--- src/rtl/led_blink_scheduler_if.sv ---
// rtl/led_blink_scheduler_if.sv - request/config/status bundle between requesters and the LED scheduler
//
// Purpose: groups the requester-facing signals of led_blink_scheduler.
// Signals:
//   req         per-requester request level
//   on_ticks    per-requester on-phase length in ticks, slice i = [i*TICK_W +: TICK_W]
//   off_ticks   per-requester off-phase length in ticks, same slicing
//   blink_count per-requester blink count, slice i = [i*CNT_W +: CNT_W]
//   grant       one-hot owner of the LED
//   done        one-cycle completion pulse to the owner
//   busy        scheduler is not idle
//   led_out     LED drive
// Modports: master = requester side, slave = scheduler side.
interface led_blink_scheduler_if #(
  parameter int NUM_REQ = 3,
  parameter int TICK_W  = 8,
  parameter int CNT_W   = 4
) ();
  logic [NUM_REQ-1:0]        req;
  logic [NUM_REQ*TICK_W-1:0] on_ticks;
  logic [NUM_REQ*TICK_W-1:0] off_ticks;
  logic [NUM_REQ*CNT_W-1:0]  blink_count;
  logic [NUM_REQ-1:0]        grant;
  logic [NUM_REQ-1:0]        done;
  logic                      busy;
  logic                      led_out;

  modport master (
    output req, on_ticks, off_ticks, blink_count,
    input  grant, done, busy, led_out
  );

  modport slave (
    input  req, on_ticks, off_ticks, blink_count,
    output grant, done, busy, led_out
  );
endinterface

--- src/rtl/led_blink_scheduler.sv ---
// rtl/led_blink_scheduler.sv - round-robin scheduler sharing one blinking LED between requesters
//
// Purpose: grants one requester at a time and plays its burst of blinks
// (on_ticks high, off_ticks low, blink_count times) on led_out, with one
// tick every PRESCALE clocks.
// Ports:
//   clock    system clock, rising edge
//   reset_n  asynchronous active-low reset
//   bus      led_blink_scheduler_if.slave (req/config in, grant/done/busy/led_out out)
module led_blink_scheduler #(
  parameter int NUM_REQ  = 3,
  parameter int PRESCALE = 4,
  parameter int TICK_W   = 8,
  parameter int CNT_W    = 4
) (
  input  logic                  clock,
  input  logic                  reset_n,
  led_blink_scheduler_if.slave  bus
);

  localparam int IDX_W = (NUM_REQ > 1) ? $clog2(NUM_REQ) : 1;
  localparam int PS_W  = (PRESCALE > 1) ? $clog2(PRESCALE) : 1;

  typedef enum logic [1:0] {IDLE, ON, OFF, FIN} state_t;

  state_t             state;
  logic [NUM_REQ-1:0] grant;
  logic [NUM_REQ-1:0] done;
  logic               led_out;
  logic [IDX_W-1:0]   last;
  logic [IDX_W-1:0]   owner;
  logic [TICK_W-1:0]  on_lat;
  logic [TICK_W-1:0]  off_lat;
  logic [CNT_W-1:0]   cnt_lat;
  logic [PS_W-1:0]    prescaler;
  logic [TICK_W-1:0]  phase;
  logic [CNT_W-1:0]   blinks;

  logic               pick_valid;
  logic [IDX_W-1:0]   pick_idx;
  logic [TICK_W-1:0]  pick_on;
  logic [TICK_W-1:0]  pick_off;
  logic [CNT_W-1:0]   pick_cnt;
  logic               tick;
  logic [CNT_W-1:0]   blinks_nxt;

  // Round-robin search from last+1 with wrap. Walking k downward lets the
  // nearest candidate (smallest k) overwrite the others.
  always_comb begin
    pick_valid = 1'b0;
    pick_idx   = '0;
    for (int k = NUM_REQ; k >= 1; k--) begin
      if (bus.req[(int'(last) + k) % NUM_REQ]) begin
        pick_valid = 1'b1;
        pick_idx   = IDX_W'((int'(last) + k) % NUM_REQ);
      end
    end
  end

  assign pick_on    = bus.on_ticks[pick_idx*TICK_W +: TICK_W];
  assign pick_off   = bus.off_ticks[pick_idx*TICK_W +: TICK_W];
  assign pick_cnt   = bus.blink_count[pick_idx*CNT_W +: CNT_W];
  assign tick       = (prescaler == PS_W'(PRESCALE - 1));
  assign blinks_nxt = blinks + CNT_W'(1);

  always_ff @(posedge clock or negedge reset_n) begin
    if (!reset_n) begin
      state     <= IDLE;
      grant     <= '0;
      done      <= '0;
      led_out   <= 1'b0;
      last      <= IDX_W'(NUM_REQ - 1);
      owner     <= '0;
      on_lat    <= '0;
      off_lat   <= '0;
      cnt_lat   <= '0;
      prescaler <= '0;
      phase     <= '0;
      blinks    <= '0;
    end else begin
      case (state)
        IDLE: begin
          if (pick_valid) begin
            owner     <= pick_idx;
            grant     <= NUM_REQ'(1) << pick_idx;
            // A zero phase length would never reach phase==len-1, so run it as 1.
            on_lat    <= (pick_on  == '0) ? TICK_W'(1) : pick_on;
            off_lat   <= (pick_off == '0) ? TICK_W'(1) : pick_off;
            cnt_lat   <= pick_cnt;
            prescaler <= '0;
            phase     <= '0;
            blinks    <= '0;
            if (pick_cnt == '0) begin
              state <= FIN;
              done  <= NUM_REQ'(1) << pick_idx;
            end else begin
              state   <= ON;
              led_out <= 1'b1;
            end
          end
        end

        ON, OFF: begin
          if (!bus.req[owner]) begin
            // Owner withdrew: finish now, still handing back a done pulse.
            state   <= FIN;
            led_out <= 1'b0;
            done    <= grant;
          end else if (!tick) begin
            prescaler <= prescaler + PS_W'(1);
          end else begin
            prescaler <= '0;
            if (state == ON) begin
              if (phase == on_lat - TICK_W'(1)) begin
                state   <= OFF;
                led_out <= 1'b0;
                phase   <= '0;
              end else begin
                phase <= phase + TICK_W'(1);
              end
            end else begin
              if (phase == off_lat - TICK_W'(1)) begin
                blinks <= blinks_nxt;
                phase  <= '0;
                if (blinks_nxt == cnt_lat) begin
                  state <= FIN;
                  done  <= grant;
                end else begin
                  state   <= ON;
                  led_out <= 1'b1;
                end
              end else begin
                phase <= phase + TICK_W'(1);
              end
            end
          end
        end

        FIN: begin
          state <= IDLE;
          grant <= '0;
          done  <= '0;
          last  <= owner;
        end

        default: state <= IDLE;
      endcase
    end
  end

  assign bus.grant   = grant;
  assign bus.done    = done;
  assign bus.busy    = (state != IDLE);
  assign bus.led_out = led_out;

endmodule

--- src/flat_wrapper.sv ---
// flat-port wrapper written by rule: the top's interface ports become plain ports
module led_blink_scheduler_flat 
#(
  parameter int NUM_REQ  = 3,
  parameter int PRESCALE = 4,
  parameter int TICK_W   = 8,
  parameter int CNT_W    = 4
)
  (clock, reset_n, bus_req, bus_on_ticks, bus_off_ticks, bus_blink_count, bus_grant, bus_done, bus_busy, bus_led_out);
  led_blink_scheduler_if #(.NUM_REQ(NUM_REQ), .TICK_W(TICK_W), .CNT_W(CNT_W)) bus_i ();
  input  logic clock;
  input  logic reset_n;
  input wire logic [$bits(bus_i.req)-1:0] bus_req;
  input wire logic [$bits(bus_i.on_ticks)-1:0] bus_on_ticks;
  input wire logic [$bits(bus_i.off_ticks)-1:0] bus_off_ticks;
  input wire logic [$bits(bus_i.blink_count)-1:0] bus_blink_count;
  output wire logic [$bits(bus_i.grant)-1:0] bus_grant;
  output wire logic [$bits(bus_i.done)-1:0] bus_done;
  output wire logic [$bits(bus_i.busy)-1:0] bus_busy;
  output wire logic [$bits(bus_i.led_out)-1:0] bus_led_out;
  assign bus_i.req = bus_req;
  assign bus_i.on_ticks = bus_on_ticks;
  assign bus_i.off_ticks = bus_off_ticks;
  assign bus_i.blink_count = bus_blink_count;
  assign bus_grant = bus_i.grant;
  assign bus_done = bus_i.done;
  assign bus_busy = bus_i.busy;
  assign bus_led_out = bus_i.led_out;
  led_blink_scheduler #(.NUM_REQ(NUM_REQ), .PRESCALE(PRESCALE), .TICK_W(TICK_W), .CNT_W(CNT_W)) u_core (.clock(clock), .reset_n(reset_n), .bus(bus_i));
endmodule
--- config.mk ---
export PLATFORM = sky130hd
export DESIGN_NAME = led_blink_scheduler_flat
export DESIGN_NICKNAME = d
export VERILOG_FILES = /design/src/rtl/led_blink_scheduler_if.sv /design/src/rtl/led_blink_scheduler.sv /design/src/flat_wrapper.sv
export SDC_FILE = /design/constraint.sdc
export NUM_CORES = 1
export LEC_CHECK = 0
export CORE_MARGIN = 2
export CORE_UTILIZATION = 30
export DETAILED_ROUTE_END_ITERATION = 8
export PLACE_DENSITY_LB_ADDON = 0.2
export SLEW_MARGIN = 20
export SYNTH_ARGS = -nofsm -noshare
export SYNTH_HDL_FRONTEND = slang
export SYNTH_SLANG_ARGS = --single-unit
--- constraint.sdc ---
create_clock -name clock -period 6.8 [get_ports clock]
set_clock_uncertainty 0.05 [all_clocks]
set_input_delay 1.36 -clock clock [delete_from_list [all_inputs] [get_ports clock]]
set_output_delay 1.36 -clock clock [all_outputs]
set_load 0.02 [all_outputs]
==> results of run 1 <==
## path summary, 6_finish.rpt
check | startpoint | endpoint | cells after the start
worst min-delay path | u_core.cnt_lat[1]$_DFFE_PN0P_ | u_core.cnt_lat[1]$_DFFE_PN0P_ | 2
worst max register to register | u_core.last[1]$_DFFE_PN1P_ | u_core.bus.done[0]$_DFFE_PN0P_ | 9
worst min register to register | u_core.cnt_lat[1]$_DFFE_PN0P_ | u_core.cnt_lat[1]$_DFFE_PN0P_ | 2
max in group asynchronous | reset_n | u_core.last[0]$_DFFE_PN0P_ | 1
min in group asynchronous | reset_n | u_core.off_lat[5]$_DFFE_PN0P_ | 1
worst max-delay path | bus_req[2] | u_core.bus.done[0]$_DFFE_PN0P_ | 8
## final cells by class
cell class              count  area, µm²  share of cell area
multi-input cells         347       2200               0.489
flip-flops and latches     47       1180               0.262
repair buffers             73        726               0.161
well taps                 143        179              0.0398
clock buffers               5        125              0.0278
inverters                  17       63.8              0.0142
clock inverters             3       26.3             0.00584
## registers in the layout (all words and copies together), names as in the netlist
name	cells
u_core.owner	2
u_core.bus.done	3
u_core.phase	8
u_core.on_lat	8
u_core.bus.led_out	1
u_core.last	2
u_core.bus.grant	3
u_core.prescaler	2
u_core.state	2
u_core.off_lat	8
u_core.blinks	4
u_core.cnt_lat	4
## metal layers
layer  routed length, µm  GRT usage
met5                   0          0
met4                  77     0.0350
met3                 346     0.0254
met2                4480      0.269
met1                4640      0.211
## per-stage QoR
| stage | std cells | utilization | power [µW] | area, µm² |
|---|---|---|---|---|
| 2_1_floorplan | 432 | - | 1420 | 3510 |
| 3_3_place_gp | 627 | 0.380 | 1730 | 4340 |
| 3_5_place_dp | 627 | 0.380 | 1760 | 4340 |
| 4_1_cts | 635 | 0.393 | 2030 | 4490 |
| 5_1_grt | 635 | 0.394 | 2220 | 4500 |
| 6_report | 635 | 0.394 | 2010 | 4500 |
## Yosys cell counts (6+ instances only)
library cell and count:
xor2_1 9, nor2_1 17, nand3_1 12, nand2_1 75, o2bb2ai_1 6, xnor2_1 13
ha_1 12, a21oi_1 37, nand2b_1 9, dfrtp_1 46, inv_1 17, o21ai_0 51
mux2i_1 14, clkbuf_1 16
## report_power, final
part | leakage [µW] | internal [µW] | total [µW] | switching [µW]
combinational | 0.00120 | 504 | 1220 | 714
clock | 0.0000748 | 140 | 262 | 122
sequential | 0.000590 | 391 | 531 | 139
## worst max-delay path: cells and delay by family
family | cells | cell delay, ns
buffers and inverters | 1 | 0.63
AO/OA/AOI/OAI | 4 | 1.66
AND/OR/NAND/NOR | 2 | 0.40
multiplexers | 1 | 0.39
## kinds of logic (layout without fill, tap and decap cells)
group                      count (synthesis)  after routing  synth area share
and+or+nand+nor                          154            154             0.221
xor gates and xnor gates                  22             22            0.0549
adders and majority gates                 13             13            0.0456
muxes                                     15             15            0.0431
AOI/OAI and AO/OA                        143            143             0.259
buffers and inverters                     38             98            0.0414
DFF                                       47             47             0.335
==> key figures, run 1 <==
Floorplan
  • Die X: 112 µm
  • # IOs: 73
  • Core area: 0.0114 mm²
  • Starting Density: 0.307
  • Std cell rows: 39
  • Die area: 0.0126 mm²
  • Die height: 112 µm

Routing
  • Antenna Violating Nets Remaining: 0
  • DR DRC count: 0
  • Wire per inst: ~15 µm
  • Via count: 3378
  • TritonRoute pass-1 iters: 4
  • Post-detailed-routing wire length: 9.55 mm
  • DRT iter0 DRCs: 124
  • Vias per inst: 5.32

Critical path
  • Critical Path Max Stage Delay: 0.82 ns
  • Crit Path Class: in2reg
  • Startpoint class of the critical path: input port
  • CP max stage cell: a2bb2oi_2
  • Register-to-register setup slack: 3.15 ns
  • Worst Path Max Fanout: 21
  • Crit path cell chain: clkdlybuf4s50_1 -> nand2b_1 -> mux2i_1 -> a2bb2oi_2 -> a32oi_1 -> and4_1 -> o221ai_1 -> o21ai_0
  • Worst path required time: 6.91 ns
  • CP Capture Type: flop
  • Worst EP arrival: 4.44 ns

Global routing
  • GR Overflow Total: 0
  • Largest net degree at the start of global routing: 48
  • Vias in the first global route: 3383
  • GR Util All Layers: 0.157
  • First-pass GRT wire length: about 16 mm
  • Initial antenna violation count: 0

Cells and area
  • Nets: approximately 570
  • Layout area overhead: 28.1%
  • Most common cell after layout, fill and taps aside: nand2_1
  • Fillers: 1195
  • Layout cells sized above 1: 0.0447
  • Antenna Cells: 0
  • Most frequent cells in the layout: 75 x nand2_1, 71 x clkdlybuf4s50_1, 51 x o21ai_0

Clock network
  • Postcts setup bufs: 0
  • Longest Clk Path Bufs: 2
  • CTS sink count: between 40 and 50
  • Clock Latency Late Sink: 0.30 ns
  • Hold_buf cts: 0
  • Htree depth: 2
  • CTS tree: yes
  • Cts bufs inserted: 5
  • CTS root buffer: clkbuf_16
  • Post_cts resized: 0
  • Clock slew at reported path FFs: 0.07 ns

Yosys
  • Cell taking the most area after synthesis: dfrtp_1
  • Post-Syn Instances: 432
  • Synth top area share: 0.328
  • Top area cells in the synthesized netlist: dfrtp_1 33%, nand2_1 8.0%, o21ai_0 7.3%
  • Post-synth EDFFs: 0
  • Synthesized area per cell: 8.12 µm²
  • Syn Nets: 509
  • Seq/Total Area, Yosys: 0.335
  • Async SR Flop Fraction: 1.00
  • Ys flop type: dfrtp_1
  • Register bit total from synthesis: 47
  • Netlist cell types: 63
  • Cell Area, Synth: roughly 0.0035 mm²
  • Synth warn: 0

STA
  • Setup ws final: 2.47 ns
  • Final Hold Vio Count: 0
  • Worst slew pin tran: roughly 1 ns
  • Fin crit share: 0.636
  • Upper clock frequency limit: between 200 and 250 MHz
  • Slew margin rel.: 0.317
  • Final Critical Period: between 4 and 5 ns
  • Setup-failing EPs final: 0
  • Hold_ws: 0.448 ns
  • Slew Viols, Final: 0
  • TNS Setup: 0 ns
  • RSZ-0062 raised after global routing: false

Place
  • Dpl hpwl: 7.33 mm
  • Post-place setup slack: 2.23 ns
  • Port Buffers: ~70
  • GP Congestion: 0.820

Status
  • Status: finished clean

Min path
  • Worst hold path class: reg2reg

Power
  • IR Drop Worst-Case VDD: 0.217 mV
  • Pwr/cell area: approximately 450 mW/mm²
  • Lkg Pwr: around 0.0019 µW

Job
  • Max-Cap Viols: 0
No activity file was read; power rests on OpenSTA's default activity.
==> run 2, diff against run 1 <==
Clock period 6.8 ns to 4.12 ns, I/O delays scaled along.
==> key figures, run 2 (synthesis gave the netlist of run 1 again) <==
Routing
  • Met1 wire length: 4.75 mm (+2.3%)
  • Post-detailed-routing wire length: 9.51 mm (-0.41%)
  • Met2 WL: 4.39 mm (-2.1%)
  • Antenna Violating Nets Remaining: 0 (unchanged)
  • Vias per inst: 5.23 (-1.7%)
  • DR DRC count: 0 (unchanged)
  • DRT iter0 DRCs: 168 (+35%)
  • Met3 WL: 298 µm (-14%)
  • Via count: 3361 (-0.50%)
  • Wire per inst: 14.8 µm (-1.6%)
  • TritonRoute pass-1 iters: 4 (unchanged)
  • Top layer in use: met4

Power
  • Lkg Pwr: 0.00190 µW (+2.0%)
  • IR Drop Worst-Case VDD: 0.380 mV (+75%)
  • Total power draw: 3380 µW (+68%)
  • Pwr/cell area: 743 mW/mm² (+66%)

Critical path
  • Register-to-register setup slack: 0.90 ns (-2.25 ns)
  • Bufs and invs on worst path: 1 (unchanged)
  • CP Capture Type: flop
  • Worst path required time: 4.24 ns (-2.67 ns)
  • CP max stage cell: nor4_1
  • Critical path's top delay family: simple AND/OR/NAND/NOR gates
  • Most used cell, CP: mux2i_1
  • Worst Path Max Fanout: 8 (-62%)
  • Crit path cell chain: clkdlybuf4s50_1 -> mux2i_1 -> mux2i_1 -> nor4_1 -> a21oi_1 -> nand3_1 -> nor3b_1 -> a21o_1
  • Reg2reg end: u_core.bus.led_out$_DFFE_PN0P_
  • Critical Path Max Stage Delay: 0.83 ns (about the same)
  • Crit Path Class: in2reg
  • Reg2reg start: u_core.last[1]$_DFFE_PN1P_
  • Worst EP arrival: 3.47 ns (-0.97 ns)
  • Worst reg-to-reg path cell count: 10 (+1)
  • Startpoint class of the critical path: input port

Clock network
  • CTS root buffer: clkbuf_16
  • Longest Clk Path Bufs: 2 (unchanged)
  • Hold_buf cts: 0 (unchanged)
  • Htree depth: 2 (unchanged)
  • Post_cts resized: 0 (unchanged)
  • Clock slew at reported path FFs: 0.06 ns (about the same)
  • Clock Latency Late Sink: 0.29 ns (about the same)
  • CTS sink count: 47 (unchanged)
  • CTS tree: yes
  • Postcts setup bufs: 0 (unchanged)
  • Cts bufs inserted: 5 (unchanged)

Floorplan
  • Core area: 0.0114 mm² (unchanged)
  • Die height: 112 µm (unchanged)
  • Std cell rows: 39 (unchanged)
  • Die area: 0.0126 mm² (unchanged)
  • # IOs: 73 (unchanged)
  • Die X: 112 µm (unchanged)
  • Starting Density: 0.307 (unchanged)

Min path
  • Min-delay src: u_core.off_lat[7]$_DFFE_PN0P_
  • WHS Endpoint: u_core.off_lat[7]$_DFFE_PN0P_
  • Worst hold path class: reg2reg
  • Hold-critical path depth: 2 (unchanged)

Cells and area
  • Biggest regs: u_core.off_lat: 8 flops, u_core.on_lat: 8 flops, u_core.phase: 8 flops
  • Storage cell area: 0.00118 mm² (unchanged)
  • Final Util: 0.399 (+0.00526)
  • Layout area overhead: 29.8%
  • Fillers: 1197 (+0.17%)
  • Most common cell after layout, fill and taps aside: nand2_1
  • Nets: 576 (+1.4%)
  • Multi-input logic area: 0.00219 mm² (-0.28%)
  • Final instance area: 0.00456 mm² (+1.3%)
  • Most frequent cells in the layout: 75 x nand2_1, 71 x clkdlybuf4s50_1, 51 x o21ai_0
  • Layout cells sized above 1: 0.0580 (+0.0133)
  • Antenna Cells: 0 (unchanged)

Status
  • Status: finished clean

Job
  • Max-Cap Viols: 0 (unchanged)

Place
  • Placed cell areas: 0.00440 mm² (+1.3%)
  • GP Congestion: 0.796 (-2.9%)
  • Port Buffers: 72 (unchanged)
  • Dpl hpwl: 7.40 mm (+1.0%)

Global routing
  • First-pass GRT wire length: 16.0 mm (-2.8%)
  • Largest net degree at the start of global routing: 25 (-48%)
  • Initial antenna violation count: 0 (unchanged)
  • GR Util All Layers: 0.152 (-0.00537)
  • Vias in the first global route: 3270 (-3.3%)
  • GR Overflow Total: 0 (unchanged)

STA
  • Final Critical Period: 3.35 ns
  • Fin crit share: 0.814
  • Upper clock frequency limit: 298 MHz
  • Setup-failing EPs final: 0 (unchanged)
  • Final Hold Vio Count: 0 (unchanged)
  • Worst slew pin tran: 0.975 ns (-0.0495 ns)
  • RSZ-0062 raised after global routing: false
  • Slew margin rel.: 0.344 (+0.0276)
  • Slew Viols, Final: 0 (unchanged)
  • TNS Setup: 0 ns (unchanged)
==> run 2: where the power goes <==
part	internal (µW)	leakage [µW]	switching (µW)
Combinational	877	0.00124	1200
Sequential	647	0.000590	226
Clock	258	0.0000761	172
==> run 2: metal layers <==
| layer | vias to the layer above | GRT usage |
|---|---|---|
| li1 | 1698 | - |
| met5 | - | 0 |
| met3 | 4 | 0.0205 |
| met2 | 61 | 0.247 |
| met4 | 0 | 0.0374 |
| met1 | 1598 | 0.215 |
==> run 2: worst max-delay path by stage <==
stage / slack [ns] / cells past startpoint / end / start
after global routing: 0.52 / 10 / u_core.on_lat[0]$_DFFE_PN0P_ / bus_req[1]
final: 0.77 / 8 / u_core.phase[2]$_DFFE_PN0P_ / bus_req[1]
after CTS: 0.78 / 9 / u_core.on_lat[0]$_DFFE_PN0P_ / bus_req[2]
after global placement: 0.52 / 9 / u_core.on_lat[0]$_DFFE_PN0P_ / bus_req[2]
after floorplan: 1.12 / 10 / u_core.bus.led_out$_DFFE_PN0P_ / bus_req[2]
after detailed placement: 0.49 / 9 / u_core.on_lat[0]$_DFFE_PN0P_ / bus_req[2]
==> run 2: area by class of cell <==
class                           instances  share of cell area
Clock buffer                            7              0.0335
Clock inverter                          1             0.00165
Inverter                               17              0.0140
Multi-Input combinational cell        347               0.481
Sequential cell                        47               0.258
Tap cell                              143              0.0393
Timing Repair Buffer                   81               0.172
==> run 2: through the flow <==
| step | setup WS, ns | hold WS, ns | instances |
|---|---|---|---|
| CTS | 0.775 | 0.462 | 643 |
| global placement | 0.523 | 0.440 | 635 |
| global route | 0.523 | 0.501 | 643 |
| detailed placement | 0.488 | 0.447 | 635 |
| finish | 0.768 | 0.454 | 643 |
| floorplan | 1.12 | 0.419 | 432 |
==> run 2: worst register-to-register path: stages, from the launching register on <==
cell,delay (ns)
dfstp_2,0.54
inv_1,0.07
ha_1,0.29
nor2b_1,0.20
o311ai_2,0.72
mux2i_1,0.19
a32oi_1,0.24
and4_1,0.28
a21oi_1,0.08
o21ai_0,0.10
mux2_2,0.35
